`src/rtl/pos_goal_monitor_if.sv`:
```
// pos_goal_monitor_if: tick, pose, goal handshake and error outputs of the goal monitor
interface pos_goal_monitor_if #(parameter int N_WIDTH = 17);
  logic               POS_GOAL_MONITOR_TICKLOAD_InLow;
  logic               POS_GOAL_MONITOR_SETBEGIN_InLow;
  logic               POS_GOAL_MONITOR_ABORT_InLow;
  logic [N_WIDTH-1:0] POS_GOAL_MONITOR_POSX_InBus;
  logic [N_WIDTH-1:0] POS_GOAL_MONITOR_POSY_InBus;
  logic [N_WIDTH-1:0] POS_GOAL_MONITOR_THETA_InBus;
  logic [N_WIDTH-1:0] POS_GOAL_MONITOR_GOALX_InBus;
  logic [N_WIDTH-1:0] POS_GOAL_MONITOR_GOALY_InBus;
  logic [N_WIDTH-1:0] POS_GOAL_MONITOR_GOALTHETA_InBus;
  logic               POS_GOAL_MONITOR_GOALVALID_InHigh;
  logic               POS_GOAL_MONITOR_GOALREADY_OutHigh;
  logic [N_WIDTH-1:0] POS_GOAL_MONITOR_ERRX_OutBus;
  logic [N_WIDTH-1:0] POS_GOAL_MONITOR_ERRY_OutBus;
  logic [N_WIDTH-1:0] POS_GOAL_MONITOR_ERRTHETA_OutBus;
  logic               POS_GOAL_MONITOR_BUSY_OutHigh;
  logic               POS_GOAL_MONITOR_ARRIVED_OutHigh;
  modport master (
    output POS_GOAL_MONITOR_TICKLOAD_InLow, POS_GOAL_MONITOR_SETBEGIN_InLow, POS_GOAL_MONITOR_ABORT_InLow,
    output POS_GOAL_MONITOR_POSX_InBus, POS_GOAL_MONITOR_POSY_InBus, POS_GOAL_MONITOR_THETA_InBus,
    output POS_GOAL_MONITOR_GOALX_InBus, POS_GOAL_MONITOR_GOALY_InBus, POS_GOAL_MONITOR_GOALTHETA_InBus,
    output POS_GOAL_MONITOR_GOALVALID_InHigh,
    input  POS_GOAL_MONITOR_GOALREADY_OutHigh,
    input  POS_GOAL_MONITOR_ERRX_OutBus, POS_GOAL_MONITOR_ERRY_OutBus, POS_GOAL_MONITOR_ERRTHETA_OutBus,
    input  POS_GOAL_MONITOR_BUSY_OutHigh, POS_GOAL_MONITOR_ARRIVED_OutHigh
  );
  modport slave (
    input  POS_GOAL_MONITOR_TICKLOAD_InLow, POS_GOAL_MONITOR_SETBEGIN_InLow, POS_GOAL_MONITOR_ABORT_InLow,
    input  POS_GOAL_MONITOR_POSX_InBus, POS_GOAL_MONITOR_POSY_InBus, POS_GOAL_MONITOR_THETA_InBus,
    input  POS_GOAL_MONITOR_GOALX_InBus, POS_GOAL_MONITOR_GOALY_InBus, POS_GOAL_MONITOR_GOALTHETA_InBus,
    input  POS_GOAL_MONITOR_GOALVALID_InHigh,
    output POS_GOAL_MONITOR_GOALREADY_OutHigh,
    output POS_GOAL_MONITOR_ERRX_OutBus, POS_GOAL_MONITOR_ERRY_OutBus, POS_GOAL_MONITOR_ERRTHETA_OutBus,
    output POS_GOAL_MONITOR_BUSY_OutHigh, POS_GOAL_MONITOR_ARRIVED_OutHigh
  );
endinterface

```
`src/rtl/pos_goal_monitor.sv`:
```
// pos_goal_monitor: goal-pose error pipeline with dwell-qualified arrival FSM and goal-load handshake
module pos_goal_monitor #(
  parameter int                 N_WIDTH     = 17,
  parameter int                 Q_WIDTH     = 8,
  parameter logic [N_WIDTH-1:0] TOL_POS     = 17'd256,
  parameter logic [N_WIDTH-1:0] TOL_THETA   = 17'd512,
  parameter int                 DWELL_TICKS = 4
) (
  input logic               POS_GOAL_MONITOR_CLOCK_50,
  input logic               POS_GOAL_MONITOR_RESET_InLow,
  pos_goal_monitor_if.slave bus
);
  localparam int M = N_WIDTH - 1;
  localparam logic signed [N_WIDTH+1:0] HALF = (N_WIDTH+2)'(180 << Q_WIDTH);
  localparam logic signed [N_WIDTH+1:0] FULL = (N_WIDTH+2)'(360 << Q_WIDTH);
  localparam logic signed [N_WIDTH+1:0] MAXM = (N_WIDTH+2)'((1 << M) - 1);
  typedef enum logic [1:0] {IDLE, TRACK, SETTLE, ARRIVED} state_t;
  // goal minus pose in sign-magnitude; heading folded once into (-180, +180], magnitude saturated
  function automatic logic [N_WIDTH-1:0] err_calc(input logic [N_WIDTH-1:0] g, input logic [N_WIDTH-1:0] p, input logic wrap);
    logic signed [N_WIDTH+1:0] gs, ps, d, a;
    gs = g[M] ? -$signed({3'b0, g[M-1:0]}) : $signed({3'b0, g[M-1:0]});
    ps = p[M] ? -$signed({3'b0, p[M-1:0]}) : $signed({3'b0, p[M-1:0]});
    d = gs - ps;
    if (wrap && d > HALF) d = d - FULL;
    else if (wrap && d <= -HALF) d = d + FULL;
    a = d < 0 ? -d : d;
    return {d < 0, a > MAXM ? {M{1'b1}} : a[M-1:0]};
  endfunction
  state_t             state_q, state_d;
  logic [7:0]         dwell_q, dwell_d;
  logic               tick_prev_q, tick_prev_d, v1_q, v1_d, v2_q, v2_d;
  logic [N_WIDTH-1:0] pose_q [3], pose_d [3];
  logic [N_WIDTH-1:0] goal_q [3], goal_d [3];
  logic [N_WIDTH-1:0] err_q [3], err_d [3];
  logic               tick, clr, accept, in_tol, ready;
  // tick edge detect, pose capture (stage 1), error compute (stage 2), goal latch
  always_comb begin
    clr = !bus.POS_GOAL_MONITOR_SETBEGIN_InLow || !bus.POS_GOAL_MONITOR_ABORT_InLow;
    accept = bus.POS_GOAL_MONITOR_GOALVALID_InHigh && ready;
    tick = tick_prev_q && !bus.POS_GOAL_MONITOR_TICKLOAD_InLow;
    tick_prev_d = bus.POS_GOAL_MONITOR_TICKLOAD_InLow;
    v1_d = tick && state_q != IDLE && !clr && !accept;
    v2_d = v1_q && !clr && !accept;
    pose_d[0] = tick ? bus.POS_GOAL_MONITOR_POSX_InBus : pose_q[0];
    pose_d[1] = tick ? bus.POS_GOAL_MONITOR_POSY_InBus : pose_q[1];
    pose_d[2] = tick ? bus.POS_GOAL_MONITOR_THETA_InBus : pose_q[2];
    goal_d[0] = accept ? bus.POS_GOAL_MONITOR_GOALX_InBus : goal_q[0];
    goal_d[1] = accept ? bus.POS_GOAL_MONITOR_GOALY_InBus : goal_q[1];
    goal_d[2] = accept ? bus.POS_GOAL_MONITOR_GOALTHETA_InBus : goal_q[2];
    for (int i = 0; i < 3; i++)
      err_d[i] = clr ? '0 : (v1_q && !accept) ? err_calc(goal_q[i], pose_q[i], i == 2) : err_q[i];
    in_tol = {1'b0, err_q[0][M-1:0]} <= TOL_POS && {1'b0, err_q[1][M-1:0]} <= TOL_POS &&
             {1'b0, err_q[2][M-1:0]} <= TOL_THETA;
  end
  // arrival FSM next state: clear > accept > stage-3 evaluation
  always_comb begin
    state_d = state_q;
    dwell_d = dwell_q;
    if (clr) begin
      state_d = IDLE;
      dwell_d = '0;
    end else if (accept) begin
      state_d = TRACK;
      dwell_d = '0;
    end else if (v2_q && state_q != IDLE && !in_tol) begin
      state_d = TRACK;
      dwell_d = '0;
    end else if (v2_q && (state_q == TRACK || state_q == SETTLE)) begin
      dwell_d = dwell_q + 8'd1;
      state_d = dwell_d == 8'(DWELL_TICKS) ? ARRIVED : SETTLE;
    end
  end
  // status and handshake decode
  always_comb begin
    bus.POS_GOAL_MONITOR_BUSY_OutHigh = state_q == TRACK || state_q == SETTLE;
    bus.POS_GOAL_MONITOR_ARRIVED_OutHigh = state_q == ARRIVED;
    ready = POS_GOAL_MONITOR_RESET_InLow && !clr && (state_q == IDLE || state_q == ARRIVED);
    bus.POS_GOAL_MONITOR_GOALREADY_OutHigh = ready;
    bus.POS_GOAL_MONITOR_ERRX_OutBus = err_q[0];
    bus.POS_GOAL_MONITOR_ERRY_OutBus = err_q[1];
    bus.POS_GOAL_MONITOR_ERRTHETA_OutBus = err_q[2];
  end
  // state register
  always_ff @(posedge POS_GOAL_MONITOR_CLOCK_50) begin
    if (!POS_GOAL_MONITOR_RESET_InLow) begin
      state_q <= IDLE;
      dwell_q <= '0;
      tick_prev_q <= 1'b1;
      v1_q <= 1'b0;
      v2_q <= 1'b0;
      for (int i = 0; i < 3; i++) begin
        pose_q[i] <= '0;
        goal_q[i] <= '0;
        err_q[i] <= '0;
      end
    end else begin
      state_q <= state_d;
      dwell_q <= dwell_d;
      tick_prev_q <= tick_prev_d;
      v1_q <= v1_d;
      v2_q <= v2_d;
      for (int i = 0; i < 3; i++) begin
        pose_q[i] <= pose_d[i];
        goal_q[i] <= goal_d[i];
        err_q[i] <= err_d[i];
      end
    end
  end
endmodule
```
`src/flat_wrapper.sv`:
```
// flat-port wrapper written by rule: the top's interface ports become plain ports
module pos_goal_monitor_flat 
#(
  parameter int                 N_WIDTH     = 17,
  parameter int                 Q_WIDTH     = 8,
  parameter logic [N_WIDTH-1:0] TOL_POS     = 17'd256,
  parameter logic [N_WIDTH-1:0] TOL_THETA   = 17'd512,
  parameter int                 DWELL_TICKS = 4
)
  (POS_GOAL_MONITOR_CLOCK_50, POS_GOAL_MONITOR_RESET_InLow, bus_POS_GOAL_MONITOR_TICKLOAD_InLow, bus_POS_GOAL_MONITOR_SETBEGIN_InLow, bus_POS_GOAL_MONITOR_ABORT_InLow, bus_POS_GOAL_MONITOR_POSX_InBus, bus_POS_GOAL_MONITOR_POSY_InBus, bus_POS_GOAL_MONITOR_THETA_InBus, bus_POS_GOAL_MONITOR_GOALX_InBus, bus_POS_GOAL_MONITOR_GOALY_InBus, bus_POS_GOAL_MONITOR_GOALTHETA_InBus, bus_POS_GOAL_MONITOR_GOALVALID_InHigh, bus_POS_GOAL_MONITOR_GOALREADY_OutHigh, bus_POS_GOAL_MONITOR_ERRX_OutBus, bus_POS_GOAL_MONITOR_ERRY_OutBus, bus_POS_GOAL_MONITOR_ERRTHETA_OutBus, bus_POS_GOAL_MONITOR_BUSY_OutHigh, bus_POS_GOAL_MONITOR_ARRIVED_OutHigh);
  pos_goal_monitor_if #(.N_WIDTH(N_WIDTH)) bus_i ();
  input logic POS_GOAL_MONITOR_CLOCK_50;
  input logic POS_GOAL_MONITOR_RESET_InLow;
  input wire logic [$bits(bus_i.POS_GOAL_MONITOR_TICKLOAD_InLow)-1:0] bus_POS_GOAL_MONITOR_TICKLOAD_InLow;
  input wire logic [$bits(bus_i.POS_GOAL_MONITOR_SETBEGIN_InLow)-1:0] bus_POS_GOAL_MONITOR_SETBEGIN_InLow;
  input wire logic [$bits(bus_i.POS_GOAL_MONITOR_ABORT_InLow)-1:0] bus_POS_GOAL_MONITOR_ABORT_InLow;
  input wire logic [$bits(bus_i.POS_GOAL_MONITOR_POSX_InBus)-1:0] bus_POS_GOAL_MONITOR_POSX_InBus;
  input wire logic [$bits(bus_i.POS_GOAL_MONITOR_POSY_InBus)-1:0] bus_POS_GOAL_MONITOR_POSY_InBus;
  input wire logic [$bits(bus_i.POS_GOAL_MONITOR_THETA_InBus)-1:0] bus_POS_GOAL_MONITOR_THETA_InBus;
  input wire logic [$bits(bus_i.POS_GOAL_MONITOR_GOALX_InBus)-1:0] bus_POS_GOAL_MONITOR_GOALX_InBus;
  input wire logic [$bits(bus_i.POS_GOAL_MONITOR_GOALY_InBus)-1:0] bus_POS_GOAL_MONITOR_GOALY_InBus;
  input wire logic [$bits(bus_i.POS_GOAL_MONITOR_GOALTHETA_InBus)-1:0] bus_POS_GOAL_MONITOR_GOALTHETA_InBus;
  input wire logic [$bits(bus_i.POS_GOAL_MONITOR_GOALVALID_InHigh)-1:0] bus_POS_GOAL_MONITOR_GOALVALID_InHigh;
  output wire logic [$bits(bus_i.POS_GOAL_MONITOR_GOALREADY_OutHigh)-1:0] bus_POS_GOAL_MONITOR_GOALREADY_OutHigh;
  output wire logic [$bits(bus_i.POS_GOAL_MONITOR_ERRX_OutBus)-1:0] bus_POS_GOAL_MONITOR_ERRX_OutBus;
  output wire logic [$bits(bus_i.POS_GOAL_MONITOR_ERRY_OutBus)-1:0] bus_POS_GOAL_MONITOR_ERRY_OutBus;
  output wire logic [$bits(bus_i.POS_GOAL_MONITOR_ERRTHETA_OutBus)-1:0] bus_POS_GOAL_MONITOR_ERRTHETA_OutBus;
  output wire logic [$bits(bus_i.POS_GOAL_MONITOR_BUSY_OutHigh)-1:0] bus_POS_GOAL_MONITOR_BUSY_OutHigh;
  output wire logic [$bits(bus_i.POS_GOAL_MONITOR_ARRIVED_OutHigh)-1:0] bus_POS_GOAL_MONITOR_ARRIVED_OutHigh;
  assign bus_i.POS_GOAL_MONITOR_TICKLOAD_InLow = bus_POS_GOAL_MONITOR_TICKLOAD_InLow;
  assign bus_i.POS_GOAL_MONITOR_SETBEGIN_InLow = bus_POS_GOAL_MONITOR_SETBEGIN_InLow;
  assign bus_i.POS_GOAL_MONITOR_ABORT_InLow = bus_POS_GOAL_MONITOR_ABORT_InLow;
  assign bus_i.POS_GOAL_MONITOR_POSX_InBus = bus_POS_GOAL_MONITOR_POSX_InBus;
  assign bus_i.POS_GOAL_MONITOR_POSY_InBus = bus_POS_GOAL_MONITOR_POSY_InBus;
  assign bus_i.POS_GOAL_MONITOR_THETA_InBus = bus_POS_GOAL_MONITOR_THETA_InBus;
  assign bus_i.POS_GOAL_MONITOR_GOALX_InBus = bus_POS_GOAL_MONITOR_GOALX_InBus;
  assign bus_i.POS_GOAL_MONITOR_GOALY_InBus = bus_POS_GOAL_MONITOR_GOALY_InBus;
  assign bus_i.POS_GOAL_MONITOR_GOALTHETA_InBus = bus_POS_GOAL_MONITOR_GOALTHETA_InBus;
  assign bus_i.POS_GOAL_MONITOR_GOALVALID_InHigh = bus_POS_GOAL_MONITOR_GOALVALID_InHigh;
  assign bus_POS_GOAL_MONITOR_GOALREADY_OutHigh = bus_i.POS_GOAL_MONITOR_GOALREADY_OutHigh;
  assign bus_POS_GOAL_MONITOR_ERRX_OutBus = bus_i.POS_GOAL_MONITOR_ERRX_OutBus;
  assign bus_POS_GOAL_MONITOR_ERRY_OutBus = bus_i.POS_GOAL_MONITOR_ERRY_OutBus;
  assign bus_POS_GOAL_MONITOR_ERRTHETA_OutBus = bus_i.POS_GOAL_MONITOR_ERRTHETA_OutBus;
  assign bus_POS_GOAL_MONITOR_BUSY_OutHigh = bus_i.POS_GOAL_MONITOR_BUSY_OutHigh;
  assign bus_POS_GOAL_MONITOR_ARRIVED_OutHigh = bus_i.POS_GOAL_MONITOR_ARRIVED_OutHigh;
  pos_goal_monitor #(.N_WIDTH(N_WIDTH), .Q_WIDTH(Q_WIDTH), .TOL_POS(TOL_POS), .TOL_THETA(TOL_THETA), .DWELL_TICKS(DWELL_TICKS)) u_core (.POS_GOAL_MONITOR_CLOCK_50(POS_GOAL_MONITOR_CLOCK_50), .POS_GOAL_MONITOR_RESET_InLow(POS_GOAL_MONITOR_RESET_InLow), .bus(bus_i));
endmodule
```
`config.mk`:
```
export PLATFORM = sky130hd
export DESIGN_NAME = pos_goal_monitor_flat
export DESIGN_NICKNAME = d
export VERILOG_FILES = /design/src/rtl/pos_goal_monitor_if.sv /design/src/rtl/pos_goal_monitor.sv /design/src/flat_wrapper.sv
export SDC_FILE = /design/constraint.sdc
export NUM_CORES = 1
export LEC_CHECK = 0
export BUFFER_PORTS_ARGS = -buffer_cell sky130_fd_sc_hd__buf_2
export CAP_MARGIN = 20
export CORE_ASPECT_RATIO = 0.9
export CORE_UTILIZATION = 60
export DETAILED_ROUTE_END_ITERATION = 7
export PLACE_DENSITY = 0.92
export SYNTH_ARGS = -nofsm -noshare
export SYNTH_HDL_FRONTEND = slang
export SYNTH_SLANG_ARGS = --single-unit
```
`constraint.sdc`:
```
create_clock -name POS_GOAL_MONITOR_CLOCK_50 -period 13.5 [get_ports POS_GOAL_MONITOR_CLOCK_50]
set_clock_uncertainty 0.15 [all_clocks]
set_input_delay 1.35 -clock POS_GOAL_MONITOR_CLOCK_50 [delete_from_list [all_inputs] [get_ports POS_GOAL_MONITOR_CLOCK_50]]
set_output_delay 1.35 -clock POS_GOAL_MONITOR_CLOCK_50 [all_outputs]
set_load 0.01 [all_outputs]
```
Word-level counts from Yosys, hierarchy flattened
Memories as Yosys holds them, arrays and structs flattened.
Cells that the tools add are included.
{ "totals": {"reg_bits": 13, "ramBits": 153, "out_inout_bits": 54, "memories": 3} }
{ "mem_list": {"columns": ["name", "depth", "width", "rd", "rd_ports_with_merged_regs", "wr", "line_no", "text"], "rows": [
  ["u_core.err_q", 3, 17, 3, 0, 3, "pos_goal_monitor.sv:34", "logic [N_WIDTH-1:0] err_q [3], err_d [3];"],
  ["u_core.goal_q", 3, 17, 3, 0, 3, "pos_goal_monitor.sv:33", "logic [N_WIDTH-1:0] goal_q [3], goal_d [3];"],
  ["u_core.pose_q", 3, 17, 3, 0, 3, "pos_goal_monitor.sv:32", "logic [N_WIDTH-1:0] pose_q [3], pose_d [3];"]
]} }
{ "classes": {"add_sub_neg": 15, "n_lt_le_gt_ge": 11, "n_eq_ne": 4, "n_mux": 41, "bitwise_logic": 10, "reduce_logical": 29} }
{ "ops": {"columns": ["cell", "count"], "rows": [
  ["17-bit two-way mux", 21],
  ["19-bit two-way mux", 11],
  ["16-bit negator with 19-bit output", 6],
  ["19-bit by 17-bit > comparator with 1-bit output, second input constant", 4],
  ["19-bit by 1-bit less-than comparator with 1-bit output, second input constant", 3],
  ["19-bit negator", 3],
  ["19-bit subtractor", 3],
  ["16-bit two-way mux", 3],
  ["16-bit by 9-bit <= comparator with 1-bit output, second input constant", 2],
  ["19-bit by 18-bit adder with 19-bit output, second input constant", 1],
  ["19-bit by 17-bit <= comparator with 1-bit output, second input constant", 1],
  ["19-bit by 18-bit subtractor with 19-bit output, second input constant", 1],
  ["16-bit by 10-bit <= comparator with 1-bit output, second input constant", 1],
  ["1-bit logical AND", 15],
  ["1-bit OR", 9],
  ["8-bit by 1-bit adder with 8-bit output, second input constant", 1],
  ["8-bit by 3-bit equality test with 1-bit output, second input constant", 1],
  ["1-bit logical NOT", 6],
  ["1-bit two-way mux", 6],
  ["2-bit equality test, second input constant", 2],
  ["4-bit OR reduction", 1],
  ["1-bit logical OR", 3],
  ["3-bit nonzero test", 1],
  ["2-bit by 1-bit equality test with 1-bit output, second input constant", 1],
  ["other kinds (4)", 4]
]} }

Logic depth before layout (Yosys ltp)
Gate-level depths: netlist of run 1.
An unclocked memory read counts as a cell.
{ "logic_depth": {"depth_word": 14, "depth_mapped": 25, "depth_no_buf": 24} }

Worst setup path before layout of run 1
Ideal clock, no wire load.
{ "synth_path": {"kind": "register to register", "startpoint": "memory u_core.pose_q[2][2] (netlist: u_core.pose_q[0][36])", "endpoint": "memory u_core.err_q[2][6] (netlist: u_core.err_q[0][40])", "setup_time_ps": 118, "t_arrival_ps": 5801, "t_required_ps": 13232, "setup_slack_ps": 7431, "path_stages_with_launch": 24, "period_less_slack_ps": 6069, "path_cell_list": "dfxtp_1 > or3_1 > or3_1 > o31ai_1 > nand2_1 > xnor2_1 > ha_1 > a21o_1 > a221oi_2 > nand2b_1 > nand2_1 > o311a_1 > inv_1 > ha_1 > o311a_2 > o31ai_1 > a311o_2 > mux2_4 > xnor2_2 > or4_1 > o41ai_4 > mux2i_2 > buf_6 > a21oi_2"} }
{ "synth_lines": {"columns": ["item", "line_no"], "rows": [
  ["from (decl)", "pos_goal_monitor.sv:32"],
  ["to (decl)", "pos_goal_monitor.sv:34"]
]} }

==> results of run 1 <==
-- per-layer routing --
layer  vias up  part of all wire (%)  track usage (%)
met2       498                    46             51.3
met1      5760                    44             41.7
li1       5916                     -                -
met4         0                   2.7             10.1
met3        68                   7.2             6.22
met5         -                     0                0
-- worst min-delay path, delay by kind of cell (launching register included) --
kind             cells  cell delay [ns]
flip-flops           1             0.33
AND/OR/NAND/NOR      1             0.05
AO/OA/AOI/OAI        1             0.06
-- power breakdown --
group          internal [mW]  switching [mW]  total (mW)
Combinational          0.293           0.421       0.715
Clock                  0.264           0.222       0.487
Sequential             0.501          0.0174       0.519
-- state kept, by name (all words and copies together), names as in the netlist --
signal	cells
u_core.dwell_q	8
u_core.err_q	51
u_core.state_q	2
u_core.goal_q	51
u_core.v2_q	1
u_core.v1_q	1
u_core.tick_prev_q	1
u_core.pose_q	51
-- layout make-up --
cell class                      instances  area, µm²
Multi-Input combinational cell       1309       8670
Fill cell                            1585       6170
Sequential cell                       166       3320
Timing Repair Buffer                  171        946
Clock buffer                           19        443
Tap cell                              255        319
Inverter                               46        173
Clock inverter                         13        131
Antenna cell                            1       2.50
-- placed cells by master, fill, tap and decap left out, types with 17 or more instances in the layout --
| master | Yosys | routed |
|---|---|---|
| ha_1 | 70 | 70 |
| or3_1 | 18 | 18 |
| dfxtp_1 | 166 | 166 |
| nand3_1 | 24 | 24 |
| o21ai_0 | 64 | 64 |
| nor4_1 | 17 | 17 |
| o31ai_1 | 29 | 29 |
| a21oi_1 | 111 | 111 |
| xnor2_1 | 108 | 108 |
| clkbuf_16 | 0 | 17 |
| nor2_1 | 88 | 88 |
| xor2_1 | 65 | 65 |
| inv_1 | 45 | 45 |
| buf_2 | 7 | 161 |
| nand2_1 | 299 | 298 |
| nor3_1 | 31 | 31 |
| a21boi_0 | 104 | 104 |
-- cells by family (layout without fill, tap and decap cells) --
family / count (synthesis) / count (layout) / synth area share (%)
AND/OR/NAND/NOR: 583 / 583 / 21.6
AO/OA/AOI/OAI: 470 / 470 / 27.1
XOR/XNOR: 176 / 176 / 12.6
flip-flops: 166 / 166 / 26.7
buffers and inverters: 120 / 249 / 3.87
adder cells (fa/ha/maj): 73 / 73 / 7.51
multiplexers: 7 / 7 / 0.643
other: 0 / 1 / 0
-- worst max-delay path by stage --
stage	to	from	cells after the start
2_1_floorplan	u_core.err_q[0][40]$_SDFFE_PP0P_	u_core.pose_q[0][36]$_SDFFE_PN0P_	23
4_1_cts	u_core.err_q[0][35]$_SDFFE_PP0P_	u_core.pose_q[0][36]$_SDFFE_PN0P_	22
5_1_grt	u_core.err_q[0][36]$_SDFFE_PP0P_	u_core.goal_q[0][34]$_SDFFE_PN0P_	21
6_report	u_core.err_q[0][35]$_SDFFE_PP0P_	u_core.pose_q[0][36]$_SDFFE_PN0P_	22
3_5_place_dp	u_core.err_q[0][39]$_SDFFE_PP0P_	u_core.pose_q[0][36]$_SDFFE_PN0P_	22
3_3_place_gp	u_core.err_q[0][34]$_SDFFE_PP0P_	u_core.pose_q[0][36]$_SDFFE_PN0P_	22
==> run summary, run 1 <==
Placed Area: 13300 µm²
Status: finished clean
Most common cell in the synthesized netlist: nand2_1
Cells on worst reg2reg path: 22
Total negative slack: 0 ns
DRT iter0 DRCs: 1105
Syn Nets: 1776
CP Launch Type: flip-flop
Vias in the first global route: 11256
Final worst setup slack: 6.15 ns
Core region area: 20200 µm²
Slowest library cell on the worst path: mux2i_2
Worst vdd ir: 0.0000845 V
Start point of the worst hold path: u_core.pose_q[0][49]$_SDFFE_PN0P_
Clock Root Buffer: clkbuf_16
Site Rows: 49
Post-CTS Hold Buffers: 0
RSZ-0062 raised after global routing: false
Max cap viols: 0
Avg WL per Cell: 17.1 µm
Yosys top cell area share: 26.7%
CP cell instances: or3_1, or3_1, o31ai_1, nand2_1, xnor2_1, ha_1, a21o_1, a221oi_2, nand2b_1, nand2_1, o311a_1, inv_1, ha_1, o311a_2, o31ai_1, a311o_2, mux2_4, xnor2_2, or4_1, o41ai_4, mux2i_2, a21oi_1
Design area: 14000 µm²
RR Endpoint: u_core.err_q[0][35]$_SDFFE_PP0P_
WHS: 0.340 ns
Synth top area cells: dfxtp_1 (27%), nand2_1 (9.0%), xnor2_1 (7.6%), ha_1 (7.0%), a21boi_0 (6.3%)
WS Path Type: reg -> reg
Inst Count DP: 1943
Worst R2R Setup Slack: 6.15 ns
Worst-Margin Slew: 1.07 ns
Buf/Inv on CP: 1
CTS tree: done
Tmin final: 7.35 ns
CTS resizes: 0
Power Density: 123 nW/µm²
# IOs: 162
Synth warnings: 0
GRT overflow: 0
Place WS: 6.34 ns
FF+latch count, synth: 166
CTS clk-pin slew, worst paths: 0.07 ns
Net count, final: 1892
Final cell count without fillers: 1980
Pwr Total: 1.72 mW
Die X: 154 µm
Final Util: 69.4%
Crit-path max cell delay: 0.93 ns
Port bufs: 161
Worst hold path class: reg -> reg
Clock latency on the worst-skew pair: 0.44 ns
Number of distinct library cells after synthesis: 96
Clock Sink Count: 166
Hold depth: 2
Final period util: 54.5%
Die ar.: 21300 µm²
Commonest cells post-synth: nand2_1 (299), dfxtp_1 (166), a21oi_1 (111), xnor2_1 (108), a21boi_0 (104)
GRT Total Usage: 31.4%
Num CTS Buffers: 17
Initial antenna violation count: 1
Final hold vios: 0
Hold-critical path endpoint: u_core.pose_q[0][49]$_SDFFE_PN0P_
Synth area leader: dfxtp_1
Asr flop ratio synth: 0%
Residual DRC: 0
Area Overhead vs Synth: 12.4%
Main synth FF type: dfxtp_1
Rel. slew slack: 27.2%
GPL Wtd Cong: 0.949
Count of final setup violators: 0
Max Fanout on Critical Path: 16
Initial Util: 61.8%
Die height: 139 µm
Synth Area per Inst: 7.81 µm²
Seq/Total Area, Yosys: 26.7%
Pin count of the biggest net entering global routing: 59
Number of synthesized flops with an enable pin: 0
Data required, critical path: 13.61 ns
Dpl hpwl: 25.1 mm
Synthesized instance count: 1595
Crit end category: flip-flop
Routed WL: 33.8 mm
Layout cell share with drive strength beyond 1: 15.7%
Worst path arrival time: 7.46 ns
Worst r2r src: u_core.pose_q[0][36]$_SDFFE_PN0P_
Pins Over Slew Limit: 0
H-Tree Depth: 4
First-pass GRT wire length: 54.8 mm
Avg Vias per Cell: 6.18
# Post-CTS Setup Buffers: 0
DR vias: 12242
Largest delay contributor family on the critical path: compound AO/OA/AOI/OAI gates
Leak Pwr: 5.86 nW
Max Clock Freq: 136 MHz
Cell area after synthesis: 12500 µm²
Longest Clk Path Bufs: 2
Drt first pass iters: 5
DRT antenna net count: 0
Note: power is estimated with default switching activity, not from simulation.
==> run 2: changes to the inputs <==
--- a/config.mk
+++ b/config.mk
@@ -8,9 +8,9 @@
 export BUFFER_PORTS_ARGS = -buffer_cell sky130_fd_sc_hd__buf_2
 export CAP_MARGIN = 20
 export CORE_ASPECT_RATIO = 0.9
-export CORE_UTILIZATION = 60
+export CORE_UTILIZATION = 54
 export DETAILED_ROUTE_END_ITERATION = 7
-export PLACE_DENSITY = 0.92
+export PLACE_DENSITY = 0.88
 export SYNTH_ARGS = -nofsm -noshare
 export SYNTH_HDL_FRONTEND = slang
 export SYNTH_SLANG_ARGS = --single-unit
==> constraint.sdc (replaced) <==
create_clock -name POS_GOAL_MONITOR_CLOCK_50 -period 6.5 [get_ports POS_GOAL_MONITOR_CLOCK_50]
set_clock_uncertainty 0.15 [all_clocks]
set_input_delay 0.65 -clock POS_GOAL_MONITOR_CLOCK_50 [delete_from_list [all_inputs] [get_ports POS_GOAL_MONITOR_CLOCK_50]]
set_output_delay 0.65 -clock POS_GOAL_MONITOR_CLOCK_50 [all_outputs]
set_load 0.01 [all_outputs]
==> run 2 against run 1 <==
  * Hold slack got worse by 0.036 ns
  * First-iteration DRC count decreased by 14%
  * Register-to-register slack got worse by 5.9 ns
  * Critical endpoint is now u_core.err_q[0][34]$_SDFFE_PP0P_
  * Highest routed layer unchanged
==> run summary, run 2 (synthesis gave the netlist of run 1 again) <==
Die X: 162 µm (+5.3%)
Final hold vios: 0 (unchanged)
Final Util: 62.8% (-6.6 points)
GPL Wtd Cong: 0.954 (+0.51%)
Hold-critical path endpoint: u_core.goal_q[0][34]$_SDFFE_PN0P_
Status: finished clean
Port bufs: 161 (unchanged)
CTS clk-pin slew, worst paths: 0.07 ns (about the same)
Num CTS Buffers: 17 (unchanged)
Crit end category: flip-flop
Initial antenna violation count: 1 (unchanged)
Rel. slew slack: 28.7% (+1.5 points)
Comb pwr share: 41.4% (about the same)
Placed Area: 13400 µm² (+0.77%)
Leak Pwr: 5.92 nW (+1.1%)
Clock network power share: 28.5% (+0.2 points)
First-pass GRT wire length: 53.0 mm (-3.4%)
Hold depth: 3 (+1)
Avg Vias per Cell: 5.92 (-4.2%)
Vias in the first global route: 11006 (-2.2%)
Residual DRC: 0 (unchanged)
Max Fanout on Critical Path: 16 (unchanged)
Worst-Margin Slew: 1.07 ns (-0.00103 ns)
Pint: 2.21 mW (+110%)
Net count, final: 1898 (+0.32%)
H-Tree Depth: 4 (unchanged)
DRT iter0 DRCs: 952 (-14%)
Final period util: 96.5% (+42 points)
Top Registers: u_core.err_q: 51 flops, u_core.goal_q: 51 flops, u_core.pose_q: 51 flops
Routed WL: 32.8 mm (-2.7%)
Data required, critical path: 6.67 ns (-6.94 ns)
Drt first pass iters: 5 (unchanged)
Dpl hpwl: 24.8 mm (-1.3%)
Most common library cell in the layout ignoring fill and taps: nand2_1
Worst path arrival time: 6.44 ns (-1.02 ns)
DRT antenna net count: 0 (unchanged)
Site Rows: 52 (+6.1%)
Die ar.: 23700 µm² (+11%)
Sequential share of power: 30.1% (about the same)
DR vias: 12005 (-1.9%)
ANT cells: 0 (-1)
Worst R2R Setup Slack: 0.23 ns (-5.92 ns)
Initial Util: 55.2% (-6.6 points)
Cells on worst reg2reg path: 25 (+14%)
Clock Root Buffer: clkbuf_16
Worst vdd ir: 0.000141 V (+67%)
RR Endpoint: u_core.err_q[0][34]$_SDFFE_PP0P_
Most frequent cells in the layout: nand2_1 (298), dfxtp_1 (166), buf_2 (161), a21oi_1 (111), xnor2_1 (108)
# IOs: 162 (unchanged)
Place WS: -0.0193 ns (-6.36 ns)
Max Clock Freq: 159 MHz (+17%)
GRT Total Usage: 27.3% (-4.1 points)
Longest Clk Path Bufs: 2 (unchanged)
Area Overhead vs Synth: 13.9%
Start point of the worst hold path: bus_POS_GOAL_MONITOR_GOALTHETA_InBus[0]
WS Path Type: reg -> reg
Worst r2r src: u_core.goal_q[0][34]$_SDFFE_PN0P_
Clock latency on the worst-skew pair: 0.44 ns (about the same)
Total negative slack: 0 ns (unchanged)
Layout cell share with drive strength beyond 1: 16.4% (+0.75 points)
Tmin final: 6.27 ns (-1.08 ns)
Pins Over Slew Limit: 0 (unchanged)
Switch share: 38.2% (-0.27 points)
Worst hold path class: in -> reg
Pin count of the biggest net entering global routing: 102 (+73%)
Clock Sink Count: 166 (unchanged)
CTS tree: done
Power Density: 252 nW/µm² (+110%)
Max cap viols: 0 (unchanged)
P_sw: 1.37 mW (+110%)
GRT overflow: 0 (unchanged)
Pwr Total: 3.58 mW (+110%)
Design area: 14200 µm² (+1.3%)
Avg WL per Cell: 16.2 µm (-5.0%)
Final worst setup slack: 0.228 ns (-5.92 ns)
Die height: 146 µm (+5.3%)
Core region area: 22600 µm² (+12%)
CP Launch Type: flip-flop
Count of final setup violators: 0 (unchanged)
-- run 2: cell types whose count changed in the layout (fill, tap and decap cells not counted), sizes merged --
cell	previous run	this run
buf	171	177
inv	54	52
clkinv	2	4
diode	1	0
-- run 2: cell type report --
type                    instances  area (µm²)
well taps                     297         372
repair buffers                177         998
clock inverters                13         141
multi-input cells            1309        8740
flip-flops and latches        166        3320
fillers                      1902        8390
inverters                      46         173
clock buffers                  19         443
-- run 2: timing repair --
item	4_1_cts	5_1_grt
pin swaps	0	1
setup buffers	0	2
hold buffers	0	0
setup endpoints to repair	16	16
gates resized for setup	1	11
-- run 2: how the worst max path moves through the flow --
| stage | from | endpoint | slack (ns) | depth (start not counted) |
|---|---|---|---|---|
| after global placement | u_core.goal_q[0][34]$_SDFFE_PN0P_ | u_core.err_q[0][34]$_SDFFE_PP0P_ | 0.19 | 25 |
| after detailed placement | u_core.goal_q[0][34]$_SDFFE_PN0P_ | u_core.err_q[0][34]$_SDFFE_PP0P_ | -0.02 | 25 |
| final | u_core.goal_q[0][34]$_SDFFE_PN0P_ | u_core.err_q[0][34]$_SDFFE_PP0P_ | 0.23 | 25 |
| after CTS | u_core.goal_q[0][34]$_SDFFE_PN0P_ | u_core.err_q[0][34]$_SDFFE_PP0P_ | 0.02 | 25 |
| after global routing | u_core.goal_q[0][34]$_SDFFE_PN0P_ | u_core.err_q[0][34]$_SDFFE_PP0P_ | -0.03 | 25 |
| after floorplan | u_core.pose_q[0][36]$_SDFFE_PN0P_ | u_core.err_q[0][49]$_SDFFE_PP0P_ | 0.43 | 23 |
-- run 2: metrics by stage --
step,hold WS (ns),instances
after floorplan,0.303,1595
after global placement,0.294,1990
after detailed placement,0.296,1990
after CTS,0.293,2022
after global routing,0.304,2027
final,0.304,2027
-- run 2: power groups by stage --
| stage | registers, mW | logic, mW | clock network [mW] |
|---|---|---|---|
| floorplan | 1.09 | 1.17 | 0 |
| global placement | 1.10 | 1.40 | 0 |
| detailed placement | 1.10 | 1.42 | 0 |
| CTS | 1.08 | 1.44 | 1.03 |
| global route | 1.08 | 1.62 | 1.07 |
| finish | 1.08 | 1.48 | 1.02 |
-- run 2: metal layers --
layer  share of wire (%)  vias up  GRT usage, %  wire length, µm
met1                  45     5665          36.4            14800
met2                  46      384          44.3            15000
met3                 7.3       49          6.22             2410
met4                 1.8        0          7.31              601
li1                    -     5907             -                -
met5                   0        -             0                0
-- run 2: worst max-delay path, cell delays in order, from the launching register on --
cell and delay [ns]:
dfxtp_1 0.33, inv_1 0.09, ha_1 0.15, or3b_2 0.51
nor4_4 0.19, inv_1 0.11, o41ai_2 0.27, xnor2_1 0.17
ha_2 0.34, and3_2 0.24, a221oi_4 0.32, nand2b_4 0.21
nand2_1 0.07, o311a_4 0.34, inv_2 0.09, ha_1 0.15
o311a_2 0.18, o31ai_1 0.10, a311o_2 0.37, mux2_4 0.30
xnor2_2 0.17, or4_4 0.46, o41ai_4 0.25, mux2i_2 0.30
buf_12 0.19, a21oi_1 0.08
==> run 3: changes to the inputs <==
--- a/config.mk
+++ b/config.mk
@@ -8,6 +8,7 @@
 export BUFFER_PORTS_ARGS = -buffer_cell sky130_fd_sc_hd__buf_2
 export CAP_MARGIN = 20
 export CORE_ASPECT_RATIO = 0.9
+export CORE_MARGIN = 5
 export CORE_UTILIZATION = 54
 export DETAILED_ROUTE_END_ITERATION = 7
 export PLACE_DENSITY = 0.88
==> run 3 against run 2 <==
  * Critical path depth decreased by 2
  * Cell count about the same
  * Core utilization down 0.23 points
  * Clock power about the same
  * Fmax about the same
  * Count of clock-buffer cells in the layout did not move
  * First-iteration DRC count grew 14%
  * Sequential power about the same
  * Routed wire length increased by 2.5%
  * Total power down 0.10%
  * Critical endpoint is now u_core.err_q[0][48]$_SDFFE_PP0P_
  * Largest cell class unchanged
  * Largest power group unchanged
==> run summary, run 3 (synthesis gave the netlist of run 1 again) <==
Status: finished clean
Worst path arrival time: 6.44 ns (about the same)
Port bufs: 161 (unchanged)
Inst Count DP: 1990 (unchanged)
Initial antenna violation count: 2 (+1)
Dpl hpwl: 25.7 mm (+3.6%)
CP cell instances: or3_1, or3_1, o31ai_1, nand2_1, xnor2_1, ha_1, a21o_1, a221oi_2, nand2b_4, nand2_1, o311a_1, inv_2, ha_1, o311a_2, o31ai_1, a311o_2, mux2_4, xnor2_2, or4_4, o41ai_4, mux2i_4, clkbuf_16, a21oi_2
Layout cell share with drive strength beyond 1: 16.2% (-0.18 points)
First-pass GRT wire length: 53.3 mm (+0.62%)
GRT overflow: 0 (unchanged)
Clock latency on the worst-skew pair: 0.44 ns (about the same)
Max cap viols: 0 (unchanged)
Num CTS Buffers: 17 (unchanged)
Count of final setup violators: 0 (unchanged)
Vias in the first global route: 10962 (-0.40%)
Site Rows: 52 (unchanged)
WS Path Type: reg -> reg
Pwr Total: 3.57 mW (-0.10%)
Buf/Inv on CP: 2 (-2)
Avg Vias per Cell: 5.94 (+0.28%)
RSZ-0062 raised after global routing: false
Worst-Margin Slew: 1.11 ns (+0.0418 ns)
Initial Util: 55.2% (unchanged)
Die ar.: 26200 µm² (+11%)
Max Fanout on Critical Path: 8 (-8)
DRT iter0 DRCs: 1084 (+14%)
Clock Root Buffer: clkbuf_16
Leak Pwr: 5.90 nW (-0.38%)
Worst vdd ir: 0.000172 V (+22%)
Residual DRC: 0 (unchanged)
H-Tree Depth: 4 (unchanged)
Longest Clk Path Bufs: 2 (unchanged)
Pins Over Slew Limit: 0 (unchanged)
Data required, critical path: 6.66 ns (about the same)
Area Overhead vs Synth: 13.5%
Drt first pass iters: 5 (unchanged)
Most common library cell in the layout ignoring fill and taps: nand2_1
Crit-path max cell delay: 0.45 ns (-0.06 ns)
Slowest library cell on the worst path: or4_4
Most frequent cells in the layout: nand2_1 (298), dfxtp_1 (166), buf_2 (161), a21oi_1 (111), xnor2_1 (108)
Largest delay contributor family on the critical path: compound AO/OA/AOI/OAI gates
Clock Sink Count: 166 (unchanged)
DR vias: 12045 (+0.33%)
ANT cells: 0 (unchanged)
Pin count of the biggest net entering global routing: 105 (+2.9%)
Final hold vios: 0 (unchanged)
Tmin final: 6.27 ns (+0.000912 ns)
Power Density: 253 nW/µm² (+0.26%)
Net count, final: 1899 (+0.053%)
Die height: 154 µm (+5.5%)
Rel. slew slack: 25.9% (-2.8 points)
Die X: 170 µm (+4.9%)
Worst hold path class: in -> reg
CTS tree: done
Register Area: 3320 µm² (unchanged)
# IOs: 162 (unchanged)
Crit end category: flip-flop
Core region area: 22600 µm² (unchanged)
DRT antenna net count: 0 (unchanged)
Final period util: 96.5% (about the same)
Area of the multi-input gates: 8710 µm² (-0.27%)
Top Registers: u_core.err_q: 51 flops, u_core.goal_q: 51 flops, u_core.pose_q: 51 flops
Avg WL per Cell: 16.6 µm (+2.4%)
Max Clock Freq: 159 MHz (about the same)
CP Launch Type: flip-flop
Final cell count without fillers: 2028 (+0.049%)
Routed WL: 33.7 mm (+2.5%)
GPL Wtd Cong: 0.962 (+0.86%)
CTS clk-pin slew, worst paths: 0.07 ns (about the same)
GRT Total Usage: 24.4% (-2.9 points)
Fillers: 1916 (+0.74%)
-- run 3: cell types whose count changed in the layout (fill, tap and decap cells not counted), sizes merged --
cell      delta
clkinvlp     +2
inv          -2
bufinv       +1
clkbuf       +1
clkinv       -1
-- run 3: timing repair --
| action | 4_1_cts | 5_1_grt |
|---|---|---|
| buffers inserted | 0 | 4 |
| pin swaps | 0 | 2 |
| hold buffers | 0 | 0 |
| setup endpoints to repair | 16 | 16 |
| gates resized for setup | 1 | 8 |
| gates cloned | 0 | 1 |
-- run 3: worst paths after layout --
| kind | from | endpoint | slack, ns | cells past startpoint |
|---|---|---|---|---|
| max | u_core.pose_q[0][36]$_SDFFE_PN0P_ | u_core.err_q[0][48]$_SDFFE_PP0P_ | 0.23 | 23 |
| min | bus_POS_GOAL_MONITOR_GOALTHETA_InBus[15] | u_core.goal_q[0][49]$_SDFFE_PN0P_ | 0.30 | 3 |
| max reg2reg | u_core.pose_q[0][36]$_SDFFE_PN0P_ | u_core.err_q[0][48]$_SDFFE_PP0P_ | 0.23 | 23 |
| min reg2reg | u_core.err_q[0][16]$_SDFFE_PP0P_ | u_core.err_q[0][16]$_SDFFE_PP0P_ | 0.33 | 2 |
-- run 3: metrics by stage --
step	TNS, ns	cell area [µm²]	setup slack, ns	utilization, %	hold WS [ns]
after floorplan	0	12500	0.431	-	0.303
after global placement	0	13400	0.249	59.5	0.295
after detailed placement	-0.0786	13400	-0.0166	59.5	0.316
after CTS	0	14000	0.0376	62.1	0.299
after global routing	0	14100	0.0171	62.6	0.305
final	0	14100	0.227	62.6	0.304
-- run 3: area by class of cell --
type | instances | share of cell area [%]
clock buffers | 19 | 3.06
clock inverters | 13 | 1.04
inverters | 46 | 1.22
multi-input cells | 1309 | 61.6
flip-flops and latches | 166 | 23.5
well taps | 297 | 2.63
repair buffers | 178 | 6.90
-- run 3: layer usage --
layer	track usage [%]	part of all wire, %	routed length [µm]
met1	33.7	45	15200
met2	38.1	45	15100
met3	5.21	7.6	2560
met4	7.83	2.4	801
met5	0	0.062	21
-- run 3: power by group --
group	switching [mW]	internal [mW]
sequential	0.0364	1.04
clock	0.446	0.571
combinational	0.861	0.618
-- run 3: tightest hold or removal path, stage by stage --
cell and delay [ns]:
buf_2 0.09, nand2_1 0.04, a21boi_0 0.06
